File: config.mk
export PLATFORM = sky130hd
export DESIGN_NAME = hex_to_7seg
export DESIGN_NICKNAME = d
export VERILOG_FILES = /design/src/rtl/test_value_display_pkg.sv /design/src/rtl/test_value_display_hex_to_7seg.sv
export SDC_FILE = /design/constraint.sdc
export NUM_CORES = 1
export LEC_CHECK = 0
export BUFFER_PORTS_ARGS = -buffer_cell sky130_fd_sc_hd__buf_2
export CAP_MARGIN = 20
export CORE_AREA = 2 2 39 41
export DETAILED_ROUTE_END_ITERATION = 8
export DIE_AREA = 0 0 41 43
export PLACE_DENSITY_LB_ADDON = 0.05
export SYNTH_ARGS = -nofsm -noshare
export SYNTH_HDL_FRONTEND = slang
export SYNTH_SLANG_ARGS = --single-unit
export TNS_END_PERCENT = 50
File: constraint.sdc
create_clock -name vclk -period 2.1
set_clock_uncertainty 0.05 [all_clocks]
set_input_delay 0.105 -clock vclk [all_inputs]
set_output_delay 0.105 -clock vclk [all_outputs]
set_load 0.005 [all_outputs]
File: src/rtl/test_value_display_pkg.sv
// Shared constants for the multiplexed hex display: digit count, the
// hex-to-segment table ({g,f,e,d,c,b,a}, active-high) and a digit-enable helper.
package test_value_display_pkg;

  localparam int NUM_DIGITS = 4;

  localparam logic [6:0] SEG_TABLE [16] = '{
    7'h3F, 7'h06, 7'h5B, 7'h4F, 7'h66, 7'h6D, 7'h7D, 7'h07,
    7'h7F, 7'h6F, 7'h77, 7'h7C, 7'h39, 7'h5E, 7'h79, 7'h71
  };

  function automatic logic [3:0] digit_onehot(input logic [1:0] idx);
    return 4'b0001 << idx;
  endfunction

endpackage

File: src/rtl/test_value_display_hex_to_7seg.sv
// Combinational hex nibble to active-high 7-segment pattern.
module hex_to_7seg (
  input  logic [3:0] nibble,
  output logic [6:0] segments
);
  import test_value_display_pkg::*;

  assign segments = SEG_TABLE[nibble];

endmodule

==> results.toml, run 1 <==
[outcome]
outcome = "complete, no violations"

[floorplanning]
ios = 11
die_w_um = 41
design.die.area_um2 = 1760
core_um2 = 1380
die_y_um = 43
num_rows = 14
start_util = 0.208

[final_layout]
design.seq.count = 0
n_clock_buffer = 0
seqCellArea_um2 = 0
final_area_um2 = 347
nFillCells = 161
fin_nets = 55
layout-drive-gt1-share = 0.357
diodes = 0
syn2layout_area_growth_pct = 20.4

[timing]
rsz0062_at_grt = "false"
setup_viol = 0
period_needed_ns = 1.44
timing.final.crit_share = 0.685
fmax_mhz = 696
hold_viol = 0
fin_setup_tns_ns = 0
worst_pin_slew_ns = 0.262
drv_slew = 0
slew_headroom = 0.825

[critical_path]
cp_num_cells = 6
crit_required_ns = 1.95
cpPeakStageDelay_ns = 0.48
worstPathCellList = "buf_2 -> inv_1 -> ha_1 -> inv_1 -> mux4_1 -> buf_2"
cp-start-kind = "input port"
cp_slowest_cell = "mux4_1"
cp_top_family = "multiplexers"
end_kind = "output pin"
path_buf_inv = 4
cp-startpoint = "nibble[1]"
crit_path_max_fanout = 5
worstSetupPathType = "input port to output pin"
crit_arrival_ns = 1.28
worstSetupEndpoint = "segments[3]"

[drt]
drc = 0
vias = 258
totalWireLength_um = 556
ant_nets = 0
wl_per_cell_um = 9.59
first_iter_violations = 0
first_pass_iters = 1
vias_per_cell = 4.45

[placement]
hpwl_um = 465
port_buffers = 11
routabilityCongestion = 0.637
dpl_cell_area_um2 = 347

[logic_synthesis]
synth.area.top_cells = "ha_1 (30%), mux2_2 (12%), mux4_1 (9.1%)"
syn_nets = 44
synthCells = 33
synth_common_cells = "ha_1 (7), inv_1 (5), a21oi_1 (3), mux2_2 (3)"
synth_area_um2 = 288
synth_warnings = 0
synth-seq-area-share = 0
synth_most_common_cell = "ha_1"
syn_area_per_cell_um2 = 8.72
synth.distinct_cells = 17
synth_top_cell_area_share = 0.304
synth_top_cell_by_area = "ha_1"

[clock_tree]
cts_setup_buffers = 0
hold_buffers = 0
cts_resized = 0

[hold_path]
hp-class = "input port to output pin"
hold_depth = 3
min-delay-start = "nibble[2]"

[power]
power.density_nw_per_um2 = 173
p_leak_nw = 0.169
peakVddDrop_uv = 40.4

[global_routing]
grt_max_degree = 15
gr-total-overflow = 0
gr-usage-all-layers = 0.0651
grt_antenna_before_repair = 0
grt_pass1_vias = 208
grt_pass1_wl_um = 869

[run]
maxCapViolCount = 0
[cell families (layout without fill, tap and decap cells)]
group | count (synthesis) | in the layout | synth area share
fa+ha+maj | 7 | 7 | 0.304
simple gates | 7 | 7 | 0.144
mux | 6 | 6 | 0.278
compound gates | 6 | 6 | 0.152
buf+inv | 7 | 16 | 0.122
[cells in the final DEF, fill, tap and decap left out, types with 2 or more instances in the layout]
cell type  count
buf_2         11
ha_1           7
inv_1          5
mux2_2         3
a21oi_1        3
nor3_1         2
mux2i_1        2
[report_power, final]
group	leakage (nW)	total (mW)	switching (mW)	internal (mW)
logic	0.169	0.0601	0.0290	0.0311
registers	0	0	0	0
clock network	0	0	0	0
total	0.169	0.0601	0.0290	0.0311
[layer usage]
layer,part of all wire,GRT usage,routed length (µm),up-vias
met1,0.44,0.0892,246,119
met2,0.51,0.116,286,4
met3,0.041,0,23,0
met4,0,0,0,0
li1,-,-,-,135
met5,0,0,0,-
[through the flow]
step | utilization | instances | hold slack (ns) | setup WS [ns] | total power, mW
after floorplan | - | 33 | 0.296 | 0.990 | 0.0404
final | 0.250 | 58 | 0.567 | 0.662 | 0.0601
after global routing | 0.250 | 58 | 0.609 | 0.585 | 0.0680
after detailed placement | 0.250 | 58 | 0.576 | 0.649 | 0.0614
after CTS | 0.250 | 58 | 0.577 | 0.647 | 0.0617
after global placement | 0.250 | 58 | 0.564 | 0.673 | 0.0607
[worst min-delay path by stage]
stage	to
floorplan	segments[0]
global placement	segments[6]
detailed placement	segments[5]
CTS	segments[5]
global route	segments[5]
finish	segments[5]
[final cells by class]
cell class / count / area (µm²) / area share
repair buffers: 11 / 55.1 / 0.159
inverters: 5 / 18.8 / 0.0542
well taps: 16 / 20.0 / 0.0578
multi-input cells: 26 / 253 / 0.729
(Power assumes the default switching activity.)
==> inputs of run 2 (changes only) <==
Clock period 2.1 ns to 1.35 ns, I/O delays scaled along.
==> results.toml, run 2 (synthesis gave the netlist of run 1 again) <==
[outcome]
outcome = "complete, no violations"

[global_routing]
grt_pass1_vias = 195
grt_antenna_before_repair = 0
grt_max_degree = 15
gr-usage-all-layers = 0.0650
gr-total-overflow = 0
grt_pass1_wl_um = 841

[drt]
drt-met1-wl_um = 261
vias = 258
wl_per_cell_um = 9.78
first_iter_violations = 1
totalWireLength_um = 587
highest_layer = "met3"
vias_per_cell = 4.30
met2_length_um = 299
drc = 0
first_pass_iters = 3
ant_nets = 0
dr_wl_met3_um = 26

[critical_path]
crit_arrival_ns = 1.18
worstPathCellList = "buf_2 -> inv_1 -> ha_4 -> mux4_1 -> buf_2"
cp-start-kind = "input port"
worstSetupPathType = "input port to output pin"
cp_slowest_cell = "mux4_1"
cpPeakStageDelay_ns = 0.47
end_kind = "output pin"
crit_required_ns = 1.23
crit_top_cell = "buf_2"
crit_path_max_fanout = 4

[timing]
fin_setup_tns_ns = 0
timing.final.crit_share = 0.960
period_needed_ns = 1.30
drv_slew = 0
rsz0062_at_grt = "false"
setup_viol = 0
fmax_mhz = 772
slew_headroom = 0.825
worst_pin_slew_ns = 0.262
hold_viol = 0

[placement]
place_inst = 60
hpwl_um = 492
port_buffers = 11
routabilityCongestion = 0.715

[power]
seq_power_share = 0
peakVddDrop_uv = 64.9
power.share.clock = 0
switching_power_uw = 47.9
switching_share = 0.469
pwr-share-comb = 1.000
p_int_uw = 54.3
p_leak_nw = 0.178
power.density_nw_per_um2 = 273
finalPower_uw = 102

[floorplanning]
ios = 11
num_rows = 14
die_y_um = 43
core_um2 = 1380
die_w_um = 41
start_util = 0.208
design.die.area_um2 = 1760

[final_layout]
layout_common_cells = "buf_2 (11), ha_1 (6), inv_1 (4)"
diodes = 0
layout-drive-gt1-share = 0.432
fin_cells = 60
fin_nets = 57
design.seq.count = 0
seqCellArea_um2 = 0
n_clock_buffer = 0
syn2layout_area_growth_pct = 30.0
layout_commonest_cell = "buf_2"

[hold_path]
hp-class = "input port to output pin"

[clock_tree]
hold_buffers = 0

[run]
maxCapViolCount = 0
run 2: cell count changes in the layout (fill, tap and decap cells not counted):
| cell | before | now |
|---|---|---|
| ha_1 | 7 | 6 |
| buf_4 | 0 | 2 |
| inv_1 | 5 | 4 |
| ha_4 | 0 | 1 |
| inv_2 | 0 | 1 |
run 2: power groups by stage:
stage	logic [mW]	clock network, mW	registers (mW)
floorplan	0.0629	0	0
global placement	0.0997	0	0
detailed placement	0.100	0	0
CTS	0.101	0	0
global route	0.115	0	0
finish	0.102	0	0
run 2: critical path: cells and delay by family:
family / cells / cell delay (ns)
adders and majority gates: 1 / 0.23
buffers and inverters: 3 / 0.41
muxes: 1 / 0.47
run 2: final cells by class:
type                       instances  area, µm²
tap                               16       20.0
inverter                           5       18.8
timing repair buffer              13       70.1
multi-input combinational         26        265
fill                             160       1010
run 2: per-stage QoR:
step | setup WS [ns] | area [µm²] | utilization | hold slack, ns
finish | 0.0544 | 374 | 0.270 | 0.493
global route | 0.00599 | 374 | 0.270 | 0.543
CTS | 0.00972 | 362 | 0.261 | 0.500
detailed placement | -0.00358 | 362 | 0.261 | 0.499
floorplan | 0.315 | 288 | - | 0.221
global placement | 0.0333 | 362 | 0.261 | 0.485
run 2: what timing repair did:
action / in CTS / in global routing
setup endpoints to repair: 1 / 1
buffers inserted: 0 / 0
endpoints found under the hold margin: 0 / 0
pin swaps: 0 / 0
gates cloned: 0 / 0
resized for setup: 1 / 1
run 2: final timing paths:
check	from	to	depth (start not counted)
min	nibble[2]	segments[5]	3
max	nibble[0]	segments[3]	5
run 2: layer usage:
metal / vias to the layer above / track usage
met3: 0 / 0
li1: 138 / -
met1: 116 / 0.0952
met4: 0 / 0
met5: - / 0
met2: 4 / 0.109
==> inputs of run 3 (changes only) <==
Settings changed: ABC_AREA from default to 1.
==> results.toml, run 3 <==
[timing]
rsz0062_at_grt = "false"
slew_headroom = 0.901
hold_viol = 0
holdWs_ns = 0.464
fin_setup_tns_ns = 0
fmax_mhz = 927
worst_pin_slew_ns = 0.147
setup_viol = 0
period_needed_ns = 1.08
timing.final.crit_share = 0.799
timing.final.ws_setup_ns = 0.271
drv_slew = 0

[placement]
routabilityCongestion = 0.682
pre_cts_ws_ns = 0.275
hpwl_um = 520
place_inst = 78
port_buffers = 11

[logic_synthesis]
synth_warnings = 0
synth_top_cell_area_share = 0.389
synth_common_cells = "nand2_1 (28), ha_1 (7), inv_1 (7)"
syn_nets = 63
synth_top_cell_by_area = "nand2_1"
synth.distinct_cells = 9
synth-seq-area-share = 0
syn_area_per_cell_um2 = 5.20
synthCells = 52
synth_most_common_cell = "nand2_1"
synth.area.top_cells = "nand2_1 (39%), ha_1 (32%), inv_1 (9.7%)"
synth_area_um2 = 270

[final_layout]
design.seq.count = 0
nFillCells = 174
fin_nets = 75
layout_commonest_cell = "nand2_1"
diodes = 0
n_clock_buffer = 0
seqCellArea_um2 = 0
fin_util = 0.244
fin_cells = 78
layout_common_cells = "nand2_1 (28), buf_2 (11), inv_1 (7), ha_1 (7), nand3_1 (4)"
layout-drive-gt1-share = 0.210
syn2layout_area_growth_pct = 25.0

[critical_path]
crit_path_max_fanout = 4
cpPeakStageDelay_ns = 0.30
crit_required_ns = 1.23
worstSetupPathType = "input port to output pin"
crit_top_cell = "nand2_1"
cp-start-kind = "input port"
worstPathCellList = "buf_2 -> inv_1 -> ha_1 -> nand2_1 -> o21ai_0 -> nand2_1 -> nand2_1 -> buf_2"
end_kind = "output pin"
crit_arrival_ns = 0.96
cp_slowest_cell = "ha_1"

[floorplanning]
die_w_um = 41
start_util = 0.195
core_um2 = 1380
num_rows = 14
design.die.area_um2 = 1760
die_y_um = 43
ios = 11

[drt]
first_iter_violations = 1
vias_per_cell = 3.91
vias = 305
first_pass_iters = 3
drc = 0
ant_nets = 0
wl_per_cell_um = 7.64
totalWireLength_um = 596

[global_routing]
gr-total-overflow = 0
grt_pass1_wl_um = 979
grt_pass1_vias = 251
grt_antenna_before_repair = 0
grt_max_degree = 10
gr-usage-all-layers = 0.0719

[power]
peakVddDrop_uv = 67.8
power.share.clock = 0
seq_power_share = 0
switching_power_uw = 54.3
switching_share = 0.586
power.density_nw_per_um2 = 274
pwr-share-comb = 1.000
p_leak_nw = 0.223
p_int_uw = 38.4

[clock_tree]
cts_resized = 0
cts_setup_buffers = 0
hold_buffers = 0

[hold_path]
hp-class = "input port to output pin"

[run]
maxCapViolCount = 0

[outcome]
outcome = "complete, no violations"
==> run 3: cell count changes in the layout (fill, tap and decap cells not counted), moves of 3 or more <==
| cell | delta |
|---|---|
| inv_1 | +3 |
| nand2_1 | +27 |
| mux2_2 | -3 |
| nand3_1 | +4 |
| a21oi_1 | -3 |
==> run 3: worst paths after layout <==
check / startpoint / endpoint / slack (ns) / depth (start not counted)
worst max-delay path: nibble[0] / segments[3] / 0.27 / 8
worst min-delay path: nibble[3] / segments[2] / 0.46 / 4
==> run 3: per-layer routing <==
layer | track usage | share of wire | vias to the layer above
li1 | - | - | 176
met1 | 0.0949 | 0.49 | 124
met2 | 0.131 | 0.47 | 5
met3 | 0 | 0.037 | 0
met4 | 0 | 0 | 0
met5 | 0 | 0 | -
==> run 3: cell families (layout without fill, tap and decap cells) <==
kind of cell | after synthesis | after routing | synth area share
buffers and inverters | 9 | 19 | 0.139
adder cells (fa/ha/maj) | 7 | 7 | 0.324
AO/OA/AOI/OAI | 2 | 2 | 0.0370
AND/OR/NAND/NOR | 34 | 34 | 0.500
==> run 3: final cells by class <==
type	count	area, µm²	share of cell area
timing repair buffer	11	55.1	0.163
inverter	8	30.0	0.0889
tap	16	20.0	0.0593
multi-input combinational	43	233	0.689
==> run 3: worst max-delay path, delay by kind of cell <==
kind | cells | cell delay (ns)
adder cells (fa/ha/maj) | 1 | 0.30
AND/OR/NAND/NOR | 3 | 0.18
buffers and inverters | 3 | 0.33
AO/OA/AOI/OAI | 1 | 0.08
==> run 3: stage by stage <==
stage / cell area (µm²) / power [mW]
after floorplan: 270 / 0.0582
after global placement: 338 / 0.0968
after detailed placement: 338 / 0.0942
after CTS: 338 / 0.0945
after global routing: 338 / 0.109
final: 338 / 0.0927
==> run 3: power by group through the flow <==
stage,registers [mW],logic (mW),clock network (mW)
after floorplan,0,0.0582,0
after global placement,0,0.0968,0
after detailed placement,0,0.0942,0
after CTS,0,0.0945,0
after global routing,0,0.109,0
final,0,0.0927,0
